**config.mk**
```make
export PLATFORM = sky130hd
export DESIGN_NAME = axi_llc_tag_lookup_flat
export DESIGN_NICKNAME = d
export VERILOG_FILES = /design/src/rtl/axi_llc_tag_lookup_if.sv /design/src/rtl/axi_llc_tag_lookup.sv /design/src/flat_wrapper.sv
export SDC_FILE = /design/constraint.sdc
export NUM_CORES = 1
export LEC_CHECK = 0
export CORE_AREA = 2 2 207 209
export DETAILED_ROUTE_END_ITERATION = 8
export DIE_AREA = 0 0 209 211
export PLACE_DENSITY = 0.49
export RECOVER_POWER = 25
export SLEW_MARGIN = 30
export SYNTH_ARGS = -nofsm -noshare
export SYNTH_HDL_FRONTEND = slang
export SYNTH_SLANG_ARGS = --single-unit
```
**constraint.sdc**
```tcl
create_clock -name clk_i -period 5.5 [get_ports clk_i]
set_clock_uncertainty 0.15 [all_clocks]
set_input_delay 1.65 -clock clk_i [delete_from_list [all_inputs] [get_ports clk_i]]
set_output_delay 1.65 -clock clk_i [all_outputs]
set_load 0.02 [all_outputs]
```
**src/rtl/axi_llc_tag_lookup_if.sv**
```systemverilog
// Request/response handshake bundle between the LLC pipeline and the tag lookup controller.
interface axi_llc_tag_lookup_if #(
    parameter int unsigned NumWays  = 32'd8,
    parameter int unsigned NumLines = 32'd256,
    parameter int unsigned TagWidth = 32'd20,
    parameter int unsigned IdxWidth = (NumLines > 32'd1) ? $clog2(NumLines) : 32'd1
);
    logic                req_valid_i;
    logic                req_ready_o;
    logic [1:0]          req_op_i;
    logic [IdxWidth-1:0] req_idx_i;
    logic [TagWidth-1:0] req_tag_i;
    logic [NumWays-1:0]  req_way_i;
    logic                req_dirty_i;
    logic                rsp_valid_o;
    logic                rsp_ready_i;
    logic                rsp_hit_o;
    logic [NumWays-1:0]  rsp_way_o;
    logic                rsp_dirty_o;
    logic                rsp_evict_o;
    logic [TagWidth-1:0] rsp_tag_o;
    logic                rsp_err_o;

    modport slave (
        input  req_valid_i, req_op_i, req_idx_i, req_tag_i, req_way_i, req_dirty_i, rsp_ready_i,
        output req_ready_o, rsp_valid_o, rsp_hit_o, rsp_way_o, rsp_dirty_o, rsp_evict_o,
               rsp_tag_o, rsp_err_o
    );

    modport master (
        output req_valid_i, req_op_i, req_idx_i, req_tag_i, req_way_i, req_dirty_i, rsp_ready_i,
        input  req_ready_o, rsp_valid_o, rsp_hit_o, rsp_way_o, rsp_dirty_o, rsp_evict_o,
               rsp_tag_o, rsp_err_o
    );
endinterface

```
**src/rtl/axi_llc_tag_lookup.sv**
```systemverilog
// LLC tag lookup controller: parallel read of all way tag SRAMs, compare, optional
// single-way write-back, and a post-reset sweep that zeroes every entry.
module axi_llc_tag_lookup #(
    parameter  int unsigned NumWays  = 32'd8,
    parameter  int unsigned NumLines = 32'd256,
    parameter  int unsigned TagWidth = 32'd20,
    localparam int unsigned IdxWidth = (NumLines > 32'd1) ? $clog2(NumLines) : 32'd1,
    localparam int unsigned EntryW   = TagWidth + 32'd2,
    localparam int unsigned BeW      = (EntryW + 32'd7) / 32'd8
) (
    input  logic                         clk_i,
    input  logic                         rst_ni,
    axi_llc_tag_lookup_if.slave          bus,
    output logic                         init_done_o,
    output logic [NumWays-1:0]           sram_req_o,
    output logic [NumWays-1:0]           sram_we_o,
    output logic [NumWays*IdxWidth-1:0]  sram_addr_o,
    output logic [NumWays*EntryW-1:0]    sram_wdata_o,
    output logic [NumWays*BeW-1:0]       sram_be_o,
    input  logic [NumWays*EntryW-1:0]    sram_rdata_i
);
    localparam logic [1:0]          OP_LDIRTY = 2'b01;
    localparam logic [1:0]          OP_FILL   = 2'b10;
    localparam logic [1:0]          OP_INVAL  = 2'b11;
    localparam logic [IdxWidth-1:0] LastIdx   = IdxWidth'(NumLines - 32'd1);

    typedef enum logic [2:0] {ST_INIT, ST_IDLE, ST_READ, ST_WRITE, ST_RESP} state_e;

    state_e              r_state;
    logic [IdxWidth-1:0] r_cnt;
    logic                r_init_done;
    logic                r_rsp_valid;
    logic                r_rsp_hit;
    logic [NumWays-1:0]  r_rsp_way;
    logic                r_rsp_dirty;
    logic                r_rsp_evict;
    logic [TagWidth-1:0] r_rsp_tag;
    logic                r_rsp_err;

    logic [1:0]          r_op;
    logic [IdxWidth-1:0] r_idx;
    logic [TagWidth-1:0] r_tag;
    logic [NumWays-1:0]  r_way;
    logic                r_dirty;
    logic [NumWays-1:0]  r_tgt;
    logic [EntryW-1:0]   r_wentry;

    logic [EntryW-1:0]   w_entry [NumWays];
    logic [NumWays-1:0]  w_match;
    logic [NumWays-1:0]  w_dirty;
    logic [EntryW-1:0]   w_vict;
    logic                w_err;
    logic                w_hit;
    logic                w_hit_dirty;
    logic                w_need_wr;
    logic [NumWays-1:0]  w_tgt;
    logic [EntryW-1:0]   w_wentry;
    logic                w_accept;
    logic [IdxWidth-1:0] w_addr;
    logic [EntryW-1:0]   w_wdata;

    assign w_accept = (r_state == ST_IDLE) && bus.req_valid_i;

    for (genvar w = 0; w < NumWays; w++) begin : g_way
        assign w_entry[w] = sram_rdata_i[w*EntryW +: EntryW];
        assign w_match[w] = w_entry[w][EntryW-1] && (w_entry[w][TagWidth-1:0] == r_tag);
        assign w_dirty[w] = w_entry[w][EntryW-2];
    end

    // Victim entry selected by the one-hot FILL way
    always_comb begin
        w_vict = '0;
        for (int w = 0; w < NumWays; w++) begin
            if (r_way[w]) w_vict = w_vict | w_entry[w];
        end
    end

    assign w_err       = ($countones(w_match) > 1);
    assign w_hit       = (w_match != '0) && !w_err;
    assign w_hit_dirty = |(w_match & w_dirty);
    assign w_tgt       = (r_op == OP_FILL) ? r_way : w_match;

    always_comb begin
        w_need_wr = 1'b0;
        w_wentry  = '0;
        case (r_op)
            OP_LDIRTY: begin
                w_need_wr = w_hit && !w_hit_dirty;
                w_wentry  = {1'b1, 1'b1, r_tag};
            end
            OP_INVAL: w_need_wr = w_hit;
            OP_FILL: begin
                w_need_wr = !w_err;
                w_wentry  = {1'b1, r_dirty, r_tag};
            end
            default: w_need_wr = 1'b0;
        endcase
    end

    always_comb begin
        sram_req_o = '0;
        sram_we_o  = '0;
        w_addr     = '0;
        w_wdata    = '0;
        case (r_state)
            ST_INIT: begin
                sram_req_o = '1;
                sram_we_o  = '1;
                w_addr     = r_cnt;
            end
            ST_IDLE: begin
                if (bus.req_valid_i) sram_req_o = '1;
                w_addr = bus.req_idx_i;
            end
            ST_WRITE: begin
                sram_req_o = r_tgt;
                sram_we_o  = r_tgt;
                w_addr     = r_idx;
                w_wdata    = r_wentry;
            end
            default: w_addr = r_idx;
        endcase
    end

    assign sram_addr_o  = {NumWays{w_addr}};
    assign sram_wdata_o = {NumWays{w_wdata}};
    assign sram_be_o    = '1;

    always_ff @(posedge clk_i or negedge rst_ni) begin
        if (!rst_ni) begin
            r_state     <= ST_INIT;
            r_cnt       <= '0;
            r_init_done <= 1'b0;
            r_rsp_valid <= 1'b0;
            r_rsp_hit   <= 1'b0;
            r_rsp_way   <= '0;
            r_rsp_dirty <= 1'b0;
            r_rsp_evict <= 1'b0;
            r_rsp_tag   <= '0;
            r_rsp_err   <= 1'b0;
        end else begin
            case (r_state)
                ST_INIT: begin
                    r_cnt <= r_cnt + IdxWidth'(1);
                    if (r_cnt == LastIdx) begin
                        r_state     <= ST_IDLE;
                        r_init_done <= 1'b1;
                    end
                end
                ST_IDLE: begin
                    if (bus.req_valid_i) r_state <= ST_READ;
                end
                ST_READ: begin
                    r_rsp_hit   <= w_hit;
                    r_rsp_way   <= ((r_op == OP_FILL) && !w_err) ? r_way : w_match;
                    r_rsp_dirty <= (r_op == OP_FILL) ? w_vict[EntryW-2] : w_hit_dirty;
                    r_rsp_evict <= (r_op == OP_FILL) && w_vict[EntryW-1];
                    r_rsp_tag   <= (r_op == OP_FILL) ? w_vict[TagWidth-1:0] : '0;
                    r_rsp_err   <= w_err;
                    if (w_need_wr) begin
                        r_state <= ST_WRITE;
                    end else begin
                        r_state     <= ST_RESP;
                        r_rsp_valid <= 1'b1;
                    end
                end
                ST_WRITE: begin
                    r_state     <= ST_RESP;
                    r_rsp_valid <= 1'b1;
                end
                ST_RESP: begin
                    if (bus.rsp_ready_i) begin
                        r_state     <= ST_IDLE;
                        r_rsp_valid <= 1'b0;
                    end
                end
                default: r_state <= ST_INIT;
            endcase
        end
    end

    // Request/write-back context; only meaningful while an op is in flight
    always_ff @(posedge clk_i) begin
        if (w_accept) begin
            r_op    <= bus.req_op_i;
            r_idx   <= bus.req_idx_i;
            r_tag   <= bus.req_tag_i;
            r_way   <= bus.req_way_i;
            r_dirty <= bus.req_dirty_i;
        end
        if (r_state == ST_READ) begin
            r_tgt    <= w_tgt;
            r_wentry <= w_wentry;
        end
    end

    assign bus.req_ready_o = (r_state == ST_IDLE);
    assign bus.rsp_valid_o = r_rsp_valid;
    assign bus.rsp_hit_o   = r_rsp_hit;
    assign bus.rsp_way_o   = r_rsp_way;
    assign bus.rsp_dirty_o = r_rsp_dirty;
    assign bus.rsp_evict_o = r_rsp_evict;
    assign bus.rsp_tag_o   = r_rsp_tag;
    assign bus.rsp_err_o   = r_rsp_err;
    assign init_done_o     = r_init_done;

    a_fill_onehot: assert property (@(posedge clk_i) disable iff (!rst_ni)
        (w_accept && (bus.req_op_i == OP_FILL)) |-> $onehot(bus.req_way_i));
endmodule

```
**src/flat_wrapper.sv**
```systemverilog
// flat-port wrapper written by rule: the top's interface ports become plain ports
module axi_llc_tag_lookup_flat 
#(
    parameter  int unsigned NumWays  = 32'd8,
    parameter  int unsigned NumLines = 32'd256,
    parameter  int unsigned TagWidth = 32'd20,
    localparam int unsigned IdxWidth = (NumLines > 32'd1) ? $clog2(NumLines) : 32'd1,
    localparam int unsigned EntryW   = TagWidth + 32'd2,
    localparam int unsigned BeW      = (EntryW + 32'd7) / 32'd8
)
  (clk_i, rst_ni, init_done_o, sram_req_o, sram_we_o, sram_addr_o, sram_wdata_o, sram_be_o, sram_rdata_i, bus_req_valid_i, bus_req_op_i, bus_req_idx_i, bus_req_tag_i, bus_req_way_i, bus_req_dirty_i, bus_rsp_ready_i, bus_req_ready_o, bus_rsp_valid_o, bus_rsp_hit_o, bus_rsp_way_o, bus_rsp_dirty_o, bus_rsp_evict_o, bus_rsp_tag_o, bus_rsp_err_o);
  axi_llc_tag_lookup_if #(.NumWays(NumWays), .NumLines(NumLines), .TagWidth(TagWidth)) bus_i ();
  input  logic clk_i;
  input  logic rst_ni;
  output logic init_done_o;
  output logic [NumWays-1:0] sram_req_o;
  output logic [NumWays-1:0] sram_we_o;
  output logic [NumWays*IdxWidth-1:0] sram_addr_o;
  output logic [NumWays*EntryW-1:0] sram_wdata_o;
  output logic [NumWays*BeW-1:0] sram_be_o;
  input  logic [NumWays*EntryW-1:0] sram_rdata_i;
  input wire logic [$bits(bus_i.req_valid_i)-1:0] bus_req_valid_i;
  input wire logic [$bits(bus_i.req_op_i)-1:0] bus_req_op_i;
  input wire logic [$bits(bus_i.req_idx_i)-1:0] bus_req_idx_i;
  input wire logic [$bits(bus_i.req_tag_i)-1:0] bus_req_tag_i;
  input wire logic [$bits(bus_i.req_way_i)-1:0] bus_req_way_i;
  input wire logic [$bits(bus_i.req_dirty_i)-1:0] bus_req_dirty_i;
  input wire logic [$bits(bus_i.rsp_ready_i)-1:0] bus_rsp_ready_i;
  output wire logic [$bits(bus_i.req_ready_o)-1:0] bus_req_ready_o;
  output wire logic [$bits(bus_i.rsp_valid_o)-1:0] bus_rsp_valid_o;
  output wire logic [$bits(bus_i.rsp_hit_o)-1:0] bus_rsp_hit_o;
  output wire logic [$bits(bus_i.rsp_way_o)-1:0] bus_rsp_way_o;
  output wire logic [$bits(bus_i.rsp_dirty_o)-1:0] bus_rsp_dirty_o;
  output wire logic [$bits(bus_i.rsp_evict_o)-1:0] bus_rsp_evict_o;
  output wire logic [$bits(bus_i.rsp_tag_o)-1:0] bus_rsp_tag_o;
  output wire logic [$bits(bus_i.rsp_err_o)-1:0] bus_rsp_err_o;
  assign bus_i.req_valid_i = bus_req_valid_i;
  assign bus_i.req_op_i = bus_req_op_i;
  assign bus_i.req_idx_i = bus_req_idx_i;
  assign bus_i.req_tag_i = bus_req_tag_i;
  assign bus_i.req_way_i = bus_req_way_i;
  assign bus_i.req_dirty_i = bus_req_dirty_i;
  assign bus_i.rsp_ready_i = bus_rsp_ready_i;
  assign bus_req_ready_o = bus_i.req_ready_o;
  assign bus_rsp_valid_o = bus_i.rsp_valid_o;
  assign bus_rsp_hit_o = bus_i.rsp_hit_o;
  assign bus_rsp_way_o = bus_i.rsp_way_o;
  assign bus_rsp_dirty_o = bus_i.rsp_dirty_o;
  assign bus_rsp_evict_o = bus_i.rsp_evict_o;
  assign bus_rsp_tag_o = bus_i.rsp_tag_o;
  assign bus_rsp_err_o = bus_i.rsp_err_o;
  axi_llc_tag_lookup #(.NumWays(NumWays), .NumLines(NumLines), .TagWidth(TagWidth)) u_core (.clk_i(clk_i), .rst_ni(rst_ni), .bus(bus_i), .init_done_o(init_done_o), .sram_req_o(sram_req_o), .sram_we_o(sram_we_o), .sram_addr_o(sram_addr_o), .sram_wdata_o(sram_wdata_o), .sram_be_o(sram_be_o), .sram_rdata_i(sram_rdata_i));
endmodule
```
# Yosys cells after proc, flatten, opt, wreduce, memory -nomap -nowiden

Cells that the tools add are included.

Bits in registers: 114
Bits of input ports: 219
Output and inout port bits: 315
Word-level logic and storage cells: 103

$add $sub $neg: 8
Magnitude comparators: 1
Equal/unequal tests: 20
Mux-type cells: 27
Bitwise operators: 8
Reduce and logical (&&, ||, !) cells: 22

Operators with widths:

| operator              | count |
|---|---|
| $mux W22              | 9 |
| $eq A20 B20 Y1        | 8 |
| $or A22 B22 Y22       | 7 |
| $add A32 B32 Y32      | 3 |
| $pmux W22 S2          | 1 |
| $gt A32 B2 Y1 const B | 1 |
| $pmux W8 S2           | 2 |
| $mux W8               | 3 |
| $pmux W8 S3           | 1 |
| $mux W20              | 1 |
| $pmux W3 S5           | 1 |
| $logic_and A1 B1 Y1   | 13 |
| $mux W3               | 4 |
| $add A1 B1 Y2         | 4 |
| $add A8 B1 Y8 const B | 1 |
| $and A8 B8 Y8         | 1 |
| $eq A8 B8 Y1 const B  | 1 |
| $reduce_bool A8 Y1    | 1 |
| $reduce_or A8 Y1      | 1 |
| $eq A3 B2 Y1 const B  | 2 |
| $ne A2 B2 Y1 const B  | 3 |
| $pmux W1 S3           | 2 |
| $reduce_and A3 Y1     | 2 |
| $eq A2 B2 Y1 const B  | 2 |
| other kinds (9)       | 12 |

# Logic depth before layout (Yosys ltp)

Depth in word-level cells: 16
Mapped depth: 22
Gate-level depth less buffers: 21

# Worst setup path before layout

Ideal clock, no wire load.

Path type: input -> register
Start point: input sram_rdata_i[57]
End point: register u_core.r_rsp_valid (netlist: u_core.bus.rsp_valid_o)
Setup time: 0.119 ns
Arrival: 5.445 ns
Required time: 5.231 ns
Path slack: -0.214 ns
Cell stages on the path: 20
Path buffers: 0
Path through: xor2_1 -> nor4_1 -> nand3b_1 -> or3_1 -> inv_1 -> ha_1 -> inv_1 -> fa_1 -> inv_1 -> fa_1 -> ha_1 -> inv_1 -> fa_1 -> nand2_1 -> nor2_1 -> and2_0 -> a21oi_1 -> nor3_1 -> a21oi_2 -> a21bo_2

Word-level cells in the longest chain between the ends: 12
Elaborated cells on any way between the ends: 16
Classes of those cells: 3 x add/sub; 1 x order compare; 2 x eq/ne; 1 x mux; 1 x bitwise; 8 x reduce/logical

Ends and longest elaborated chain:

| element                                              | RTL line                                           | RTL |
|---|---|---|
| from (decl)                                          | flat_wrapper.sv:21                                 | `input logic [NumWays*EntryW-1:0] sram_rdata_i;` |
| $eq A20 B20 Y1 *                                     | axi_llc_tag_lookup.sv:66                           | `assign w_match[w] = w_entry[w][EntryW-1] && (w_entry[w][TagWidth-1:0] == r_tag);` |
| $logic_and A1 B1 Y1 *                                | axi_llc_tag_lookup.sv:66                           |  |
| $add A1 B1 Y2 (implied by the code)                  | axi_llc_tag_lookup.sv:78                           | `assign w_err = ($countones(w_match) > 1);` |
| $add A32 B32 Y32 (implied by the code) (2 in series) | axi_llc_tag_lookup.sv:78                           |  |
| $gt A32 B2 Y1                                        | axi_llc_tag_lookup.sv:78                           |  |
| $logic_not A1 Y1                                     | axi_llc_tag_lookup.sv:79, axi_llc_tag_lookup.sv:93 |  |
| $logic_and A1 B1 Y1                                  | axi_llc_tag_lookup.sv:79                           | `assign w_hit = (w_match != '0) && !w_err;` |
| $logic_and A1 B1 Y1                                  | axi_llc_tag_lookup.sv:88                           | `w_need_wr = w_hit && !w_hit_dirty;` |
| $pmux W1 S3 *                                        | axi_llc_tag_lookup.sv:86                           | `case (r_op)` |
| $ne A2 B2 Y1 (no line) *                             | n/a                                                |  |
| $reduce_and A3 Y1 (no line) *                        | n/a                                                |  |
| to (signal assigned)                                 | axi_llc_tag_lookup.sv:134                          | `r_rsp_valid <= 1'b0;` |
| to (signal assigned)                                 | axi_llc_tag_lookup.sv:164                          | `r_rsp_valid <= 1'b1;` |
| to (signal assigned)                                 | axi_llc_tag_lookup.sv:169                          | `r_rsp_valid <= 1'b1;` |
| to (decl)                                            | axi_llc_tag_lookup.sv:32                           | `logic r_rsp_valid;` |

Mark *: on every way between the ends. The rest lies on a longest branch, timed or not.
A chain may end at the register's enable or synchronous reset.

# Worst setup path after layout

Start point: input sram_rdata_i[169]
End point: register u_core.r_rsp_valid (netlist: u_core.bus.rsp_valid_o)

The elaborated chain is that of the path after synthesis.

==> impl_metrics.csv <==
group,metric,value,unit
status,status,"finished with violations",
status,violations,"max-capacitance violations, max-slew violations, negative setup slack",
layout,drive_gt1_share,23.0,%
layout,finalNetCount,1740,
logic_synthesis,synth_top_area_cell,"edfxtp_1",
global_routing,grtUsageMet3,6.07,%
worst_setup_path,arrival,5.77,ns
placement,place_congestion,0.989,
global_routing,grt_use_met1,27.4,%
drt,viasPerCell,4.81,
pwr,power_switching,0.683,mW
worst_hold_path,hp-class,"register to register",
timing,timing.final.crit_share,101,%
logic_synthesis,synthTopCellsByArea,"edfxtp_1 21%, buf_4 18%, dfrtp_1 11%",
timing,finalSetupViolCount,4,
logic_synthesis,ys_seq_elements,114,
logic_synthesis,async_flop_share,39.5,%
logic_synthesis,synth_top_area_share,20.8,%
drt,wl,53.4,mm
floorplan,io_pins,534,
drt,wl_per_cell,25.9,um
logic_synthesis,syn-mean-instance-area,9.25,um^2
floorplan,initial_core_util,23.8,%
logic_synthesis,yosys.cell_types.count,54,
pwr,pwr-share-comb,16.6,%
worst_setup_path,worstSetupPathType,"primary input to register",
clocking,tritoncts,"done",
placement,post_dp_cell_area,14900,um^2
timing,hold_viol,0,
logic_synthesis,yosysMostFrequentCell,"buf_4",
worst_setup_path,required,5.69,ns
worst_setup_path,crit_path_max_fanout,3,
layout,fill_cells,4180,
global_routing,grt_pass1_wl,73.7,mm
pwr,p_per_area,152,nW/um^2
placement,dpl.hpwl,44.0,mm
global_routing,grt_max_degree,43,
timing,slew_violations,113,
global_routing,gr-usage-met2,41.3,%
logic_synthesis,netlist_area,9950,um^2
timing,period_needed,5.58,ns
pwr,leakage,6.40,nW
layout,syn_to_final_growth,63.5,%
global_routing,grt_pass1_vias,10100,
worst_setup_path,cp-end-kind,"register",
worst_setup_path,start_kind,"primary input",
logic_synthesis,syn_inst,1076,
worst_setup_path,timing.rr.start,"u_core.r_tag[12]$_DFFE_PP_",
global_routing,antenna_found_initial,17,
worst_setup_path,crit_path_top_delay_cell,"fa_1",
pwr,total_power,2.47,mW
worst_setup_path,worstPathCellList,"dlygate4sd2_1, xnor2_2, nand3_1, nor4_2, nand3_2, inv_2, ha_2, inv_2, fa_1, inv_1, fa_1, ha_2, inv_2, fa_1, nand2_1, nor2_2, and2_4, and4b_1, a21oi_2, a21bo_2",
logic_synthesis,yosys-top-cells-count,"235 x buf_4, 109 x xor2_1, 85 x a22oi_1, 69 x edfxtp_1, 57 x xnor2_1",
pwr,p_seq_share,36.7,%
clocking,clockRootBuffer,"clkbuf_16",
logic_synthesis,synth_flop_cell,"edfxtp_1",
pwr,p_int,1.79,mW
global_routing,grt_overflow,0,
global_routing,top_usage_layer,"met2",
drt,drcViolationCount,0,
worst_hold_path,hp-start,"u_core.r_cnt[6]$_DFFE_PN0P_",
timing,slew_headroom,-53.5,%
logic_synthesis,yosysSeqAreaShare,32.1,%
clocking,cts.path.max_buffers,2,
clocking,clock-sinks,114,
worst_setup_path,worstSetupStartpoint,"sram_rdata_i[169]",
timing,tightest_slew,2.30,ns
floorplan,die_w,209,um
clocking,clkTransAtPathRegs,0.06,ns
floorplan,die_h,211,um
clocking,cts_inserted_buffers,17,
flow_run,max-cap-violations,4,
worst_setup_path,cpPeakStageDelay,0.52,ns
placement,dp_cells,1990,
layout,instances_no_fill,2060,
logic_synthesis,synth_edf_count,69,
floorplan,std_cell_rows,75,
floorplan,dieArea,44100,um^2
timing,rsz0062_at_grt,"yes",
layout,final_util,39.0,%
drt,drt_iter0_markers,842,
timing,setup_tns,-0.191,ns
floorplan,core_area,41800,um^2
pwr,power_frac_clock,46.8,%
pwr,netSwitchingFraction,27.7,%
timing,fmax,179,MHz
global_routing,grtUsageTotal,23.7,%
drt,first_pass_iters,6,
placement,numPortBuffers,509,
drt,ant_nets,0,
logic_synthesis,yosys_warnings,0,
clocking,ctsHoldBuffers,0,
timing,fin_ws,-0.0762,ns
layout,ff_latch_area,3200,um^2
pwr,vdd_drop_max,0.226,mV
clocking,clk_latency,0.45,ns
clocking,cts_max_level,4,
layout,fin_area,16300,um^2
layout,multiInputGateArea,5510,um^2
drt,vias,9910,
==> layout make-up <==
cell class                      count  share of cell area, %
Inverter                           26                  0.600
Sequential cell                   114                   19.7
Antenna cell                        6                 0.0923
Clock inverter                     12                  0.754
Timing Repair Buffer              676                   38.0
Clock buffer                       20                   2.94
Multi-Input combinational cell    667                   33.8
Tap cell                          539                   4.14
==> final timing paths <==
path,end,slack (ns),cells after the start
max,u_core.bus.rsp_valid_o$_DFFE_PN0P_,-0.08,20
min,u_core.r_cnt[6]$_DFFE_PN0P_,0.34,1
max reg2reg,u_core.bus.rsp_valid_o$_DFFE_PN0P_,0.32,19
min reg2reg,u_core.r_cnt[6]$_DFFE_PN0P_,0.34,1
max in group asynchronous,u_core.bus.rsp_tag_o[8]$_DFFE_PN0N_,1.55,2
min in group asynchronous,u_core.r_cnt[0]$_DFFE_PN0P_,1.45,1
==> cells by family (layout without fill, tap and decap cells) <==
| family | count (synthesis) | in the layout | synth area share, % |
|---|---|---|---|
| fa+ha+maj | 19 | 19 | 2.69 |
| compound gates | 164 | 164 | 12.0 |
| flops | 114 | 114 | 32.1 |
| mux | 9 | 9 | 0.918 |
| simple gates | 285 | 285 | 16.3 |
| buf+inv | 318 | 734 | 21.4 |
| xor+xnor | 166 | 166 | 14.6 |
| other cells | 1 | 30 | 0.0377 |
==> power groups by stage <==
stage / clock network, mW / logic (mW) / registers [mW]
after CTS: 1.17 / 0.406 / 0.905
after detailed placement: 0 / 0.407 / 0.923
after floorplan: 0 / 0.112 / 0.923
after global placement: 0 / 0.408 / 0.923
final: 1.15 / 0.409 / 0.905
after global routing: 1.21 / 0.426 / 0.905
==> layout by cell type, fill, tap and decap left out, drive strengths merged, types with 7 or more instances in the layout <==
master           n
o21ai           16
edfxtp          69
clkdlybuf4s50  356
a21o            10
conb            24
clkdlybuf4s15   13
and3            24
nand2b          17
nand2           38
inv             27
mux2i            8
dlygate4sd3     39
nand3           13
clkinv           7
dfrtp           45
and2            25
nor3            13
xnor2           57
ha              15
nand4           55
nor4            42
a22o            21
dlygate4sd2     61
clkbuf          43
nor2            35
xor2           109
buf            178
a21oi           17
a22oi           85
==> per-layer routing <==
layer  vias to the layer above  share of wire, %
li1                       4401                 -
met1                      4765                39
met2                       596                49
met3                       126               7.7
met4                        22               4.0
met5                         -              0.26
==> state kept, by name, summed over array words and instances, names as in the netlist <==
register and count:
u_core.bus.rsp_evict_o 1, u_core.bus.rsp_valid_o 1, u_core.r_op 2, u_core.r_tgt 8
u_core.r_idx 8, u_core.bus.rsp_way_o 8, u_core.r_state 3, u_core.r_wentry 22
u_core.init_done_o 1, u_core.r_cnt 8, u_core.bus.rsp_tag_o 20, u_core.bus.rsp_dirty_o 1
u_core.bus.rsp_err_o 1, u_core.r_tag 20, u_core.bus.rsp_hit_o 1, u_core.r_dirty 1
u_core.r_way 8
==> repair_timing <==
item | in CTS | in global routing
buffers inserted | 31 | 2
pin swaps | 49 | 36
resized for setup | 261 | 83
endpoints found under the hold margin | 0 | 0
setup endpoints to repair | 14 | 13
==> critical path, delay by kind of cell <==
family	cells	cell delay [ns]
AOI/OAI and AO/OA	2	0.32
xor gates and xnor gates	1	0.24
adders and majority gates	5	1.81
buffers and inverters	5	0.51
and+or+nand+nor	7	1.22
==> stage by stage <==
stage          hold slack (ns)  worst slack (ns)
6_report                 0.341           -0.0762
5_1_grt                  0.359            -0.252
4_1_cts                  0.352           -0.0319
3_5_place_dp             0.334             -1.21
3_3_place_gp             0.337             -1.23
2_1_floorplan            0.313            0.0155
Power figures use the tool's default switching activity.
